### src/rtl/alu_issue_seq.sv
// Issue/writeback sequencer for the 15-bit signed ALU: one instruction in flight, 8-entry rf.
// Define DIV_ZERO_TRAP_EN to trap zero-divisor DV0/DV1 locally and add the div_err output.
module alu_issue_seq (
    input  logic        clk,
    input  logic        rst_n,
    input  logic [15:0] instr,
    input  logic        instr_valid,
    output logic        instr_ready,
    output logic [15:0] alu_a,
    output logic [15:0] alu_b,
    output logic [2:0]  alu_cmd,
    input  logic [14:0] alu_result,
    output logic        wb_valid,
    output logic [2:0]  wb_rd,
    output logic [15:0] wb_data,
`ifdef DIV_ZERO_TRAP_EN
    output logic        div_err,
`endif
    input  logic [2:0]  dbg_addr,
    output logic [15:0] dbg_data
);

    typedef enum logic [1:0] {StIdle, StIssue, StWait, StWb} state_e;

    localparam logic [2:0] OpLdi = 3'd7;

    state_e      state_q;
    logic [15:0] rf_q [8];
    logic        from_alu_q;

    logic [2:0]  op;
    logic [2:0]  rd;
    logic [2:0]  rs1;
    logic [2:0]  rs2;
    logic [15:0] ldi_val;
    logic        accept;
    logic        trap;

    assign op      = instr[15:13];
    assign rd      = instr[12:10];
    assign rs1     = instr[9:7];
    assign rs2     = instr[6:4];
    assign ldi_val = {{5{instr[9]}}, instr[9:0], 1'b0};
    assign accept  = instr_valid && (state_q == StIdle);

`ifdef DIV_ZERO_TRAP_EN
    assign trap = ((op == 3'd5) || (op == 3'd6)) && (rf_q[rs2][15:1] == 15'd0);
`else
    assign trap = 1'b0;
`endif

    assign instr_ready = (state_q == StIdle);
    assign dbg_data    = rf_q[dbg_addr];

    always_ff @(posedge clk or negedge rst_n) begin
        if (!rst_n) begin
            state_q    <= StIdle;
            alu_a      <= '0;
            alu_b      <= '0;
            alu_cmd    <= '0;
            wb_valid   <= 1'b0;
            wb_rd      <= '0;
            wb_data    <= '0;
            from_alu_q <= 1'b0;
            for (int i = 0; i < 8; i++) begin
                rf_q[i] <= '0;
            end
        end else begin
            case (state_q)
                StIdle: begin
                    if (instr_valid) begin
                        wb_rd <= rd;
                        if (op == OpLdi) begin
                            state_q    <= StWb;
                            wb_valid   <= 1'b1;
                            wb_data    <= ldi_val;
                            from_alu_q <= 1'b0;
                        end else if (trap) begin
                            state_q    <= StWb;
                            wb_valid   <= 1'b1;
                            wb_data    <= 16'hFFFE;
                            from_alu_q <= 1'b0;
                        end else begin
                            state_q    <= StIssue;
                            alu_a      <= rf_q[rs1];
                            alu_b      <= rf_q[rs2];
                            alu_cmd    <= op;
                            from_alu_q <= 1'b1;
                        end
                    end
                end
                StIssue: state_q <= StWait;
                StWait: begin
                    state_q  <= StWb;
                    wb_valid <= 1'b1;
                    wb_data  <= {alu_result, 1'b0};
                end
                StWb: begin
                    state_q  <= StIdle;
                    wb_valid <= 1'b0;
                    // r0 stays hard-wired to zero; the pulse above still reports the write.
                    if (wb_rd != 3'd0) begin
                        rf_q[wb_rd] <= from_alu_q ? {alu_result, 1'b0} : wb_data;
                    end
                end
                default: state_q <= StIdle;
            endcase
        end
    end

`ifdef DIV_ZERO_TRAP_EN
    always_ff @(posedge clk or negedge rst_n) begin
        if (!rst_n) begin
            div_err <= 1'b0;
        end else begin
            div_err <= accept && trap;
        end
    end
`else
    logic unused_accept;
    assign unused_accept = accept;
`endif

endmodule

### config.mk
export PLATFORM = sky130hd
export DESIGN_NAME = alu_issue_seq
export DESIGN_NICKNAME = d
export VERILOG_FILES = /design/src/rtl/alu_issue_seq.sv
export SDC_FILE = /design/constraint.sdc
export NUM_CORES = 1
export LEC_CHECK = 0
export CAP_MARGIN = 30
export CELL_PAD_IN_SITES_DETAIL_PLACEMENT = 2
export CELL_PAD_IN_SITES_GLOBAL_PLACEMENT = 2
export CORE_ASPECT_RATIO = 1.25
export CORE_UTILIZATION = 41
export DETAILED_ROUTE_END_ITERATION = 8
export GPL_ROUTABILITY_DRIVEN = 1
export HOLD_SLACK_MARGIN = 0.15
export PLACE_DENSITY = 0.87
export SLEW_MARGIN = 20
export SYNTH_ARGS = -nofsm -noshare
export SYNTH_HDL_FRONTEND = slang
export SYNTH_SLANG_ARGS = --single-unit
### constraint.sdc
create_clock -name clk -period 4.8 [get_ports clk]
set_clock_uncertainty 0.15 [all_clocks]
set_input_delay 0.96 -clock clk [delete_from_list [all_inputs] [get_ports clk]]
set_output_delay 0.96 -clock clk [all_outputs]
set_load 0.02 [all_outputs]
Yosys cells after proc, flatten, opt, wreduce, memory -nomap -nowiden:

Cells that the tools add are included.
W data, S select, Z words.

* input port bits: 37
* flip-flop bits (word level): 186
* word-level logic and storage cells: 65

* eq/ne operators: 6
* reductions and logical operators: 10
* bitwise gates (word level): 5
* order comparisons: 5
* muxes and demuxes: 23

Operators by type and width (count)
* $mux W16: 10
* $bmux W16 S3: 3
* $bwmux W128: 1
* $demux W16 S3: 1
* $pmux W16 S2: 1
* $ge A4 B4 Y1 const B: 4
* $not A3 Y4: 4
* $reduce_and A3 Y1: 3
* $pmux W2 S4: 1
* $reduce_bool A3 Y1: 2
* $eq A2 B2 Y1 const B: 2
* $lt A4 B1 Y1 const B: 1
* $mux W2: 2
* $reduce_and A2 Y1: 2
* $eq A3 B3 Y1 const B: 1
* $mux W1: 3
* $pmux W1 S3: 1
* $eq A2 B1 Y1 const B: 1
* $logic_not A2 Y1: 1
* $ne A2 B1 Y1 const B: 1
* $ne A2 B2 Y1 const B: 1
* $reduce_bool A2 Y1: 1
* $logic_and A1 B1 Y1: 1
* $not A1 Y1: 1

Depth between registers and ports, before layout:

* word-level depth: 6
* mapped depth: 7
* depth with buffers taken out: 5

Least setup slack after synthesis:

Ideal clock, no wire load.

* kind: input to output
* start: input port dbg_addr[0]
* end: output port dbg_data[10]
* data arrival time: 2.074 ns
* path buffers: 1
* path slack: 1.616 ns
* cell stages on the path: 3
* cell sequence: buf_2 > mux4_2 > mux2_2

* word-level cells in the longest chain between the ends: 4

RTL lines
* start: declaration: line 19 `input logic [2:0] dbg_addr,`
* $not A3 Y4 (not written as such): line 53 `assign dbg_data = rf_q[dbg_addr];`
* $bmux W16 S3: line 53
* $mux W16 (not written as such) (2 in series): line 53
* end: declaration: line 20 `output logic [15:0] dbg_data`

Every way passes these cells. The select of a mux whose other input is x is not followed.

Worst setup path after layout:

* start: input port dbg_addr[1]
* end: output port dbg_data[4]

Same word-level chain as after synthesis.

==> results.txt <==
outcome - finished with violations
violated checks - DRC
drt pass-1 iters - 7
Final Hold Fails - 0
DIE WIDTH - 139 µm
largest net degree at the start of global routing - 84
synthesized area - 9630 µm²
series of cell instances along the critical path - clkdlybuf4s50_1, buf_12, mux4_2, mux2_2, clkdlybuf4s50_1
share of the clock period used by the worst path - 85.6%
number of distinct standard cells referenced by the synthesized netlist - 33
highest fanout seen on the critical path - 30
top cells by area, synth - sky130_fd_sc_hd__dfrtp_1, sky130_fd_sc_hd__mux2i_1, sky130_fd_sc_hd__mux2_1
vias post-DR - 7910
placer congestion estimate - 0.791
CTS buffer count - 17
Port Buffer Count - 104
Commonest cells post-synth - sky130_fd_sc_hd__dfrtp_1, sky130_fd_sc_hd__mux2i_1, sky130_fd_sc_hd__mux2_1, sky130_fd_sc_hd__nand2_1, sky130_fd_sc_hd__o21ai_1
data required time at the worst endpoint - 3.69 ns
number of fill cells - 2292
residual antenna-violating net count after detailed routing - 0
area overhead of the layout relative to synthesis - 19.3%
Yosys warning count - 0
CP max-delay cell - sky130_fd_sc_hd__clkdlybuf4s50_1
final-layout worst hold slack - 0.280 ns
clock buffer depth - 2
design area - 11500 µm²
initial core utilization - 41.8%
total die area - 24100 µm²
remaining routing DRC violations - 8
library cell with the highest instance count after synthesis - sky130_fd_sc_hd__dfrtp_1
Clock Root Buffer - sky130_fd_sc_hd__clkbuf_16
flip-flop cell with the highest count after synthesis - sky130_fd_sc_hd__dfrtp_1
number of enable flip-flop cells after synthesis - 0
final critical-path setup slack - 0.692 ns
worst-case setup slack after placement - 0.745 ns
RSZ-0062 raised after global routing - false
# hold bufs at CTS - 0
TritonCTS clock tree - done
top cell type's share of synthesized area - 45.5%
static leakage power - 4.84 nW
clock latency at the later pin of the worst-skew pair - 0.44 ns
wire length of the first global-routing pass - 55.5 mm
TritonCTS sink count - 175
number of antenna violations at the first check in global routing - 0
met1 GRT Util - 37.8%
HPWL Detailed - 23.2 mm
setup_tns - 0 ns
busiest layer in global routing - met2
worst setup path category - in -> out
maxcap violations - 0
Setup violations, final - 0
area of placed instances - 10900 µm²
post-synthesis async set-or-reset flop share - 100%
number of buffer and inverter instances along the worst setup path - 3
number of pins with negative max-slew slack in the final report - 0
GR met3 Demand/Resource - 6.22%
category of the worst setup path launch point - input pin
Vert. Die Dim - 173 µm
I/O pin total - 109
Avg Cell Area, Syn - 11.3 µm²
Vias per Instance - 6.46
Max transition margin - 29.2%
Post-Route WL - 37.2 mm
category of cells accounting for the largest share of critical-path delay - buffers and inverters
maximum vdd ir drop - 344 µV
Period minus WS final - 4.11 ns
register area - 4380 µm²
fraction of layout cells with a size suffix above 1 - 16.5%
All-Layer GR Usage - 31.4%
Row Count - 62
post-synthesis sequential area ratio - 45.5%
area leader, netlist - sky130_fd_sc_hd__dfrtp_1
worst hold path type - reg -> reg
kind of end point of the critical path - output pin
final core area utilization - 49.9%
met2 Use GR - 54.4%
most used cell along the critical path - sky130_fd_sc_hd__clkdlybuf4s50_1
Seq cells post-synth - 175
Worst Tran Pin Value - 1.06 ns
highest clock frequency the design can meet - 243 MHz
number of nets in the final layout - 966
initial DRC count - 561
number of levels in the clock H-tree - 4
number of standard cells after synthesis - 856
Overflow after GRT - 0
clock-pin transition on the worst setup and hold timing paths - 0.07 ns
worst path arrival time - 3.00 ns
WL/cell - 30.4 µm
vias in the first global route - 8783
area of the multi-input gates - 4820 µm²
antenna diode instance count - 0
number of setup buffers added after CTS - 0
power density relative to cell area - 690 nW/µm²
number of instances resized during post-cts repair - 0
max incr delay on CP - 0.60 ns
area of the core - 23000 µm²
## flip-flops by register name, summed over array words and instances, names as in the netlist
register and count:
state_q 2, wb_valid 1, wb_data 15, wb_rd 3, alu_b 15, alu_a 15
from_alu_q 1, rf_q 120, alu_cmd 3
## power by group
part	switching (mW)	total, mW	internal (mW)
Clock	0.641	1.39	0.747
Combinational	1.99	3.60	1.61
Sequential	0.796	2.95	2.15
Total	3.43	7.93	4.51
## kinds of logic (layout without fill, tap and decap cells)
family / after synthesis / after routing / synth area share [%]
AO/OA/AOI/OAI: 236 / 236 / 16.2
adder cells (fa/ha/maj): 5 / 5 / 0.649
buffers and inverters: 97 / 175 / 4.75
flip-flops: 175 / 175 / 45.5
multiplexers: 211 / 211 / 27.1
other: 1 / 4 / 0.0389
AND/OR/NAND/NOR: 131 / 131 / 5.81
## metrics by stage
step,power (mW),std cells
2_1_floorplan,4.81,859
3_3_place_gp,6.10,1186
3_5_place_dp,6.40,1190
4_1_cts,7.89,1222
5_1_grt,8.28,1225
6_report,7.93,1225
## layout make-up
type | count | share of cell area (%)
flip-flops and latches | 175 | 38.1
clock buffers | 20 | 3.97
inverters | 10 | 0.327
well taps | 288 | 3.13
multi-input cells | 587 | 41.9
clock inverters | 12 | 0.947
repair buffers | 133 | 11.6
## final timing paths
check                                        endpoint  slack, ns  depth (start not counted)                    from
worst max-delay path                      dbg_data[4]       0.69                          5             dbg_addr[1]
worst min-delay path            rf_q[124]$_DFFE_PN0P_       0.28                          0   rf_q[124]$_DFFE_PN0P_
worst max register to register   alu_a[9]$_DFFE_PN0P_       2.26                          6  state_q[0]$_DFFE_PN0P_
worst min register to register  rf_q[124]$_DFFE_PN0P_       0.28                          0   rf_q[124]$_DFFE_PN0P_
max in group asynchronous        rf_q[63]$_DFFE_PN0P_       3.17                          2                   rst_n
min in group asynchronous        wb_rd[0]$_DFFE_PN0P_       0.42                          1                   rst_n
## per-layer routing
metal / vias up / wire [µm] / share of wire [%]
li1: 3263 / - / -
met1: 4244 / 14900 / 40
met2: 322 / 19100 / 51
met3: 81 / 2010 / 5.4
met4: 0 / 1250 / 3.3
met5: - / 0 / 0
## layout by cell type, fill, tap and decap left out, drive strengths merged
cell type / Yosys / routed
nand2b: 2 / 2
nand2: 66 / 66
and3: 1 / 1
mux2i: 84 / 84
clkbuf: 56 / 20
nor2b: 4 / 4
clkinv: 0 / 5
clkdlybuf4s50: 0 / 100
o22ai: 30 / 30
dfrtp: 175 / 175
bufinv: 0 / 1
nor2: 48 / 48
conb: 1 / 4
o22a: 2 / 2
nand4b: 3 / 3
a21oi: 53 / 53
o31ai: 30 / 30
or2: 1 / 1
inv: 10 / 14
mux2: 97 / 97
and4bb: 3 / 3
a22o: 30 / 30
mux4: 30 / 30
o21ai: 91 / 91
nand4: 2 / 2
ha: 5 / 5
clkinvlp: 0 / 2
nor3: 1 / 1
buf: 31 / 33
(Power assumes the default switching activity.)
